`src/rtl/dds_param_bank.sv`:
```
// Shadow/live parameter bank for the DDS. CPU writes land in shadow registers and move to the live
// outputs together on a symbol boundary. A free-running symbol timer also steps an MSB-first code serialiser.
module dds_param_bank #(
  parameter int SYM_DIV = 9766
) (
  input  logic        clk,
  input  logic        rst,
  input  logic        wr_en,
  input  logic [2:0]  sel,
  input  logic [15:0] wdata,
  input  logic        commit,
  output logic [23:0] fc,
  output logic [23:0] fs,
  output logic [3:0]  ma,
  output logic [15:0] fd,
  output logic [15:0] pd,
  output logic [15:0] seq_code,
  output logic        code_bit,
  output logic        sym_tick,
  output logic        pending,
  output logic        applied,
  output logic        err
);

  localparam int CW = (SYM_DIV > 2) ? $clog2(SYM_DIV) : 1;
  localparam logic [CW-1:0] CNT_LAST = CW'(SYM_DIV - 1);

  logic [23:0] fc_sh_q, fc_sh_d, fs_sh_q, fs_sh_d, fc_q, fc_d, fs_q, fs_d;
  logic [3:0]  ma_sh_q, ma_sh_d, ma_q, ma_d;
  logic [15:0] fd_sh_q, fd_sh_d, pd_sh_q, pd_sh_d, seq_sh_q, seq_sh_d;
  logic [15:0] fd_q, fd_d, pd_q, pd_d, seq_q, seq_d;
  logic [CW-1:0] cnt_q, cnt_d;
  logic [3:0]  idx_q, idx_d;
  logic        pending_q, pending_d, applied_q, applied_d, err_q, err_d;
  logic        field_err, apply;

  assign sym_tick = (cnt_q == CNT_LAST);
  assign apply    = sym_tick & pending_q;

  always_comb begin
    fc_sh_d   = fc_sh_q;
    fs_sh_d   = fs_sh_q;
    ma_sh_d   = ma_sh_q;
    fd_sh_d   = fd_sh_q;
    pd_sh_d   = pd_sh_q;
    seq_sh_d  = seq_sh_q;
    field_err = 1'b0;
    if (wr_en) begin
      case (sel)
        3'd0: fc_sh_d[15:0] = wdata;
        3'd1: begin
          fc_sh_d[23:16] = wdata[7:0];
          field_err      = |wdata[15:8];
        end
        3'd2: fs_sh_d[15:0] = wdata;
        3'd3: begin
          fs_sh_d[23:16] = wdata[7:0];
          field_err      = |wdata[15:8];
        end
        3'd4: begin
          ma_sh_d   = wdata[3:0];
          field_err = |wdata[15:4];
        end
        3'd5: fd_sh_d  = wdata;
        3'd6: pd_sh_d  = wdata;
        default: seq_sh_d = wdata;
      endcase
    end
  end

  always_comb begin
    // Live copies load from the pre-edge shadow, so a write on the apply edge stays in shadow.
    fc_d  = apply ? fc_sh_q  : fc_q;
    fs_d  = apply ? fs_sh_q  : fs_q;
    ma_d  = apply ? ma_sh_q  : ma_q;
    fd_d  = apply ? fd_sh_q  : fd_q;
    pd_d  = apply ? pd_sh_q  : pd_q;
    seq_d = apply ? seq_sh_q : seq_q;

    cnt_d = sym_tick ? '0 : cnt_q + 1'b1;
    idx_d = idx_q;
    if (apply)         idx_d = 4'hF;
    else if (sym_tick) idx_d = idx_q - 4'd1;

    pending_d = ~apply & (pending_q | commit);
    applied_d = apply;
    // A bad-field write on the apply edge concerns the new shadow contents, so it still sets err.
    err_d     = (err_q & ~apply) | field_err;
  end

  always_ff @(posedge clk or posedge rst) begin
    if (rst) begin
      fc_sh_q   <= '0;
      fs_sh_q   <= '0;
      ma_sh_q   <= '0;
      fd_sh_q   <= '0;
      pd_sh_q   <= '0;
      seq_sh_q  <= '0;
      fc_q      <= '0;
      fs_q      <= '0;
      ma_q      <= '0;
      fd_q      <= '0;
      pd_q      <= '0;
      seq_q     <= '0;
      cnt_q     <= '0;
      idx_q     <= 4'hF;
      pending_q <= 1'b0;
      applied_q <= 1'b0;
      err_q     <= 1'b0;
    end else begin
      fc_sh_q   <= fc_sh_d;
      fs_sh_q   <= fs_sh_d;
      ma_sh_q   <= ma_sh_d;
      fd_sh_q   <= fd_sh_d;
      pd_sh_q   <= pd_sh_d;
      seq_sh_q  <= seq_sh_d;
      fc_q      <= fc_d;
      fs_q      <= fs_d;
      ma_q      <= ma_d;
      fd_q      <= fd_d;
      pd_q      <= pd_d;
      seq_q     <= seq_d;
      cnt_q     <= cnt_d;
      idx_q     <= idx_d;
      pending_q <= pending_d;
      applied_q <= applied_d;
      err_q     <= err_d;
    end
  end

  assign fc       = fc_q;
  assign fs       = fs_q;
  assign ma       = ma_q;
  assign fd       = fd_q;
  assign pd       = pd_q;
  assign seq_code = seq_q;
  assign code_bit = seq_q[idx_q];
  assign pending  = pending_q;
  assign applied  = applied_q;
  assign err      = err_q;

endmodule

```
`config.mk`:
```
export PLATFORM = sky130hd
export DESIGN_NAME = dds_param_bank
export DESIGN_NICKNAME = d
export VERILOG_FILES = /design/src/rtl/dds_param_bank.sv
export SDC_FILE = /design/constraint.sdc
export NUM_CORES = 1
export LEC_CHECK = 0
export ABC_CLOCK_PERIOD_IN_PS = 7100
export BUFFER_PORTS_ARGS = -buffer_cell sky130_fd_sc_hd__buf_2
export CAP_MARGIN = 20
export CORE_AREA = 2 2 135 137
export DETAILED_ROUTE_END_ITERATION = 8
export DIE_AREA = 0 0 137 139
export GPL_TIMING_DRIVEN = 0
export PLACE_DENSITY = 0.71
export SYNTH_ARGS = -nofsm -noshare
export SYNTH_HDL_FRONTEND = slang
export SYNTH_SLANG_ARGS = --single-unit
```
`constraint.sdc`:
```
create_clock -name clk -period 7.1 [get_ports clk]
set_input_delay 0.355 -clock clk [delete_from_list [all_inputs] [get_ports clk]]
set_output_delay 0.355 -clock clk [all_outputs]
set_load 0.1 [all_outputs]
```
# After elaboration in Yosys (flattened, before gate mapping)
# Cells that the tools add are included.
# totals
in_bits,23
out_inout_bits,105
elab_cells,57
register_bits,221
# op_classes
add_sub_neg,2
n_bitwise,7
order_cmp,1
muxes,7
reduce_logical,14
n_eq_ne,7
# op_table
op,count
AND reduction 2 bit,8
adder 14 x 1 -> 14 bit (second input constant),1
equality test 14 bit (second input constant),1
two-way mux 14 bit,1
OR reduction 12 bit,1
equality test 3 bit (second input constant),3
two-way mux 4 bit,2
OR reduction 8 bit,1
OR reduction 7 bit,1
equality test 3 x 2 -> 1 bit (second input constant),2
less-than comparator 4 x 5 -> 1 bit (second input constant),1
binary-select mux 1 bit (select 4 bit),1
subtractor 4 x 1 -> 4 bit (second input constant),1
bitwise AND 1 bit,3
equality test 3 x 1 -> 1 bit (second input constant),1
logical NOT 3 bit,1
two-way mux 1 bit,2
NOT 1 bit,2
bitwise OR 1 bit,2
one-hot mux 1 bit (2 select lines),1
nonzero test 2 bit,1
OR reduction 2 bit,1

# Logic depth before layout (Yosys ltp)
# depth
word_depth,5
mapped_depth,8
depth_no_buf,6

# Worst setup path after synthesis
# Ideal clock, no wire load.
# synth_path
path_kind,register to output
from,"register seq_q[9], in the netlist seq_code[9]"
to,output code_bit
stages_incl_launch_ff,5
slack_ns,3.123
arrival_time_ns,3.622
t_required_ns,6.745
n_path_buf,0
cell_sequence,dfrtp_1 -> mux2i_1 -> a221oi_1 -> nor2_1 -> o21ai_0
# synth_between
elab_chain_cells,2
# synth_lines
element,line,rtl
"start, declared",31,"logic [15:0] fd_q, fd_d, pd_q, pd_d, seq_q, seq_d;"
"start signal, assigned",122,seq_q <= seq_d;
binary-select mux 1 bit (select 4 bit),137,assign code_bit = seq_q[idx_q];
two-way mux 1 bit (not written as such),137,
"end, declared",18,"output logic code_bit,"
# No other way between the ends. The select of a mux whose other input is x is not followed.

# Worst setup path after layout
# layout_path
from,register cnt_q[1]
to,output sym_tick
# layout_between
elab_chain_cells,1
# layout_lines
element,line,rtl
"start, declared",32,"logic [CW-1:0] cnt_q, cnt_d;"
"start signal, assigned",123,cnt_q <= cnt_d;
equality test 14 bit,37,assign sym_tick = (cnt_q == CNT_LAST);
"end, declared",19,"output logic sym_tick,"
# No other way between the ends.

==> impl_metrics.tcl <==
set metrics [dict create \
    status "finished, final reports clean" \
    drive_gt1_frac 0.548 \
    first_global_vias 5485 \
    powerDensity_nw_per_um2 264 \
    clock_sinks 221 \
    first_pass_iters 4 \
    critPathRequiredTime_ns 6.74 \
    cp-start-kind "register" \
    vias 5056 \
    grt_usage 0.201 \
    drtIter0Drc 247 \
    ys_ff_latch 221 \
    dp_hpwl_mm 12.6 \
    fmax_mhz 338 \
    numPortBuffers 123 \
    die_area_um2 19000 \
    num_antenna_cells 0 \
    grt_max_degree 129 \
    reg2regPathDepth 7 \
    post_synth_num_cell_types 45 \
    cts-htree-levels 1 \
    cts_made_buffers 23 \
    synthCells 549 \
    pin_count 128 \
    hold_viol 0 \
    final_util 0.586 \
    min_from "commit" \
    synth_edf_count 0 \
    critPathCaptureType "output pin" \
    period_share 0.417 \
    cp_max_fo 10 \
    cap_violations 0 \
    final_cells 944 \
    clock_path_buffers 3 \
    grt_pass1_wl_mm 29.9 \
    ir_drop_uv 201 \
    via_per_inst 5.36 \
    drcViolationCount 0 \
    grt_util_met3 0.0461 \
    dpl_cell_area_um2 9640 \
    period_minus_slack_ns 2.96 \
    maxSlewHeadroom 0.565 \
    grt_util_met2 0.327 \
    tns_ns 0 \
    busiest_layer "met2" \
    clk_latency_ns 0.51 \
    synth_area_um2 8700 \
    p_total_mw 2.73 \
    postSynthAreaPerCell_um2 15.9 \
    async_flop_share 1.00 \
    die_y_um 139 \
    routed_wl_mm 18.6 \
    nFillCells 1430 \
    synth_top_flop_cell "dfrtp_1" \
    yosysSeqAreaShare 0.636 \
    antenna_left 0 \
    worstReg2RegStart "cnt_q[0]$_DFF_PP0_" \
    final_area_um2 10300 \
    cts-root-buf "clkbuf_16" \
    arrival_ns 2.60 \
    synth_nets 575 \
    cts-resized-gates 0 \
    initial_utilization 0.493 \
    row_count 49 \
    slew_violations 0 \
    cts_tree "built" \
    antenna_found_initial 0 \
    hold_class "input port to register" \
    fin_nets 725 \
    ys_warn_count 0 \
    placed_cells 902 \
    fin_ws_ns 4.14 \
    place_ws_ns 4.65 \
    cts.reportedPaths.clkPinSlew_ns 0.06 \
    wl_per_cell_um 19.7 \
    setup_viol 0 \
    critPathKind "register to output pin" \
    rrSetupSlack_ns 5.07 \
    multi_input_area_um2 2960 \
    leakagePower_nw 5.20 \
    rsz0062_at_grt "false" \
    min_to "pending$_DFF_PP0_" \
    fin_skew_ns 0.0179 \
    regArea_um2 5540 \
    hold_depth 3 \
    syn2layout_area_growth_pct 18.9 \
    use_met1 0.274 \
    worst_slew_pin_slew_ns 0.651 \
    die-width_um 137 \
    hold_slack_ns 0.0997 \
    place.gp.congestion 0.798 \
    critical_path.reg2reg.endpoint "seq_code[2]$_DFFE_PP0P_" \
    overflow 0 \
    core_area_um2 17700 \
]
final cells by class:
cell class | instances | share of cell area
buffer | 23 | 0.0164
clock buffer | 31 | 0.0624
clock inverter | 10 | 0.00520
inverter | 9 | 0.00399
multi-input combinational | 296 | 0.286
sequential | 221 | 0.535
tap | 229 | 0.0277
timing repair buffer | 125 | 0.0631
flip-flops by register name, indices dropped and copies added, names as in the netlist, 14 cells and up:
register,cells
fc_sh_q,24
fs_sh_q,24
fs,24
seq_sh_q,16
fc,24
pd_sh_q,16
fd_sh_q,16
seq_code,16
fd,16
pd,16
cnt_q,14
power breakdown:
part           total [mW]  switching (mW)  internal (mW)
registers            1.44          0.0585           1.39
clock network        1.11           0.470          0.637
logic               0.183          0.0797          0.104
cells in the mapped netlist, types with 2 or more instances:
library cell  number  area [µm²]
dfrtp_1          217        5430
mux2_2           200        2250
nor2_1            11        41.3
buf_6             10         113
inv_1              9        33.8
xnor2_1            8        70.1
buf_2              7        35.0
nand2_1            7        26.3
and2_1             6        37.5
clkbuf_1           6        22.5
mux2i_1            6        60.1
dfstp_2            4         105
nand3_1            4        20.0
nand4_1            4        25.0
nor4_1             4        25.0
a21oi_1            3        15.0
ha_1               3        37.5
nand2b_1           3        18.8
nor2b_1            3        18.8
nor3_1             3        15.0
a221oi_1           2        17.5
a22o_1             2        17.5
mux4_2             2        45.0
nand4b_1           2        17.5
nor3_2             2        20.0
o21ai_0            2        10.0
routing by layer:
metal	vias to the layer above	part of all wire
li1	2273	-
met1	2635	0.44
met2	118	0.49
met3	30	0.059
met4	0	0.019
met5	-	0
layout by cell type, fill, tap and decap left out, drive strengths merged, types with 2 or more instances in the layout:
| cell type | synthesis | layout |
|---|---|---|
| a21oi | 3 | 3 |
| dfrtp | 217 | 217 |
| nand2b | 3 | 3 |
| nand3 | 4 | 4 |
| ha | 3 | 3 |
| nor4 | 5 | 5 |
| a31oi | 2 | 2 |
| clkbuf | 6 | 37 |
| dfstp | 4 | 4 |
| clkinv | 0 | 9 |
| buf | 17 | 141 |
| xnor2 | 8 | 8 |
| a22o | 2 | 2 |
| mux2 | 200 | 200 |
| nand4b | 2 | 2 |
| nor2b | 3 | 3 |
| and2 | 6 | 6 |
| nor2 | 12 | 12 |
| nand2 | 7 | 7 |
| mux4 | 2 | 2 |
| mux2i | 6 | 6 |
| nor3 | 5 | 5 |
| inv | 9 | 10 |
| or4 | 2 | 2 |
| a221oi | 2 | 2 |
| nand4 | 4 | 4 |
| o21ai | 2 | 2 |
worst max path at each step:
stage | from | to | cells past startpoint
4_1_cts | cnt_q[1]$_DFF_PP0_ | sym_tick | 6
5_1_grt | cnt_q[1]$_DFF_PP0_ | sym_tick | 6
2_1_floorplan | rst | applied$_DFF_PP0_ | 1
6_report | cnt_q[1]$_DFF_PP0_ | sym_tick | 6
3_5_place_dp | cnt_q[1]$_DFF_PP0_ | sym_tick | 6
3_3_place_gp | rst | fs_sh_q[9]$_DFFE_PP0P_ | 2
repair_timing:
action,CTS,global route
hold endpoints to repair,93,0
buffers inserted,0,0
hold buffers,1,0
worst max-delay path, stage by stage (launching register included):
cell and delay, ns:
dfrtp_1 0.39, inv_1 0.06, ha_1 0.16, or4bb_1 0.46
nor4_4 0.37, buf_6 0.22, buf_2 0.44
cells by family (layout without fill, tap and decap cells):
family,after synthesis,count (layout),synth area share
AO/OA/AOI/OAI,15,15,0.0128
XOR/XNOR,9,9,0.00906
adder cells (fa/ha/maj),3,3,0.00431
buffers and inverters,32,198,0.0234
flip-flops,221,221,0.636
multiplexers,208,208,0.271
AND/OR/NAND/NOR,61,61,0.0434
No activity file was read; power rests on OpenSTA's default activity.
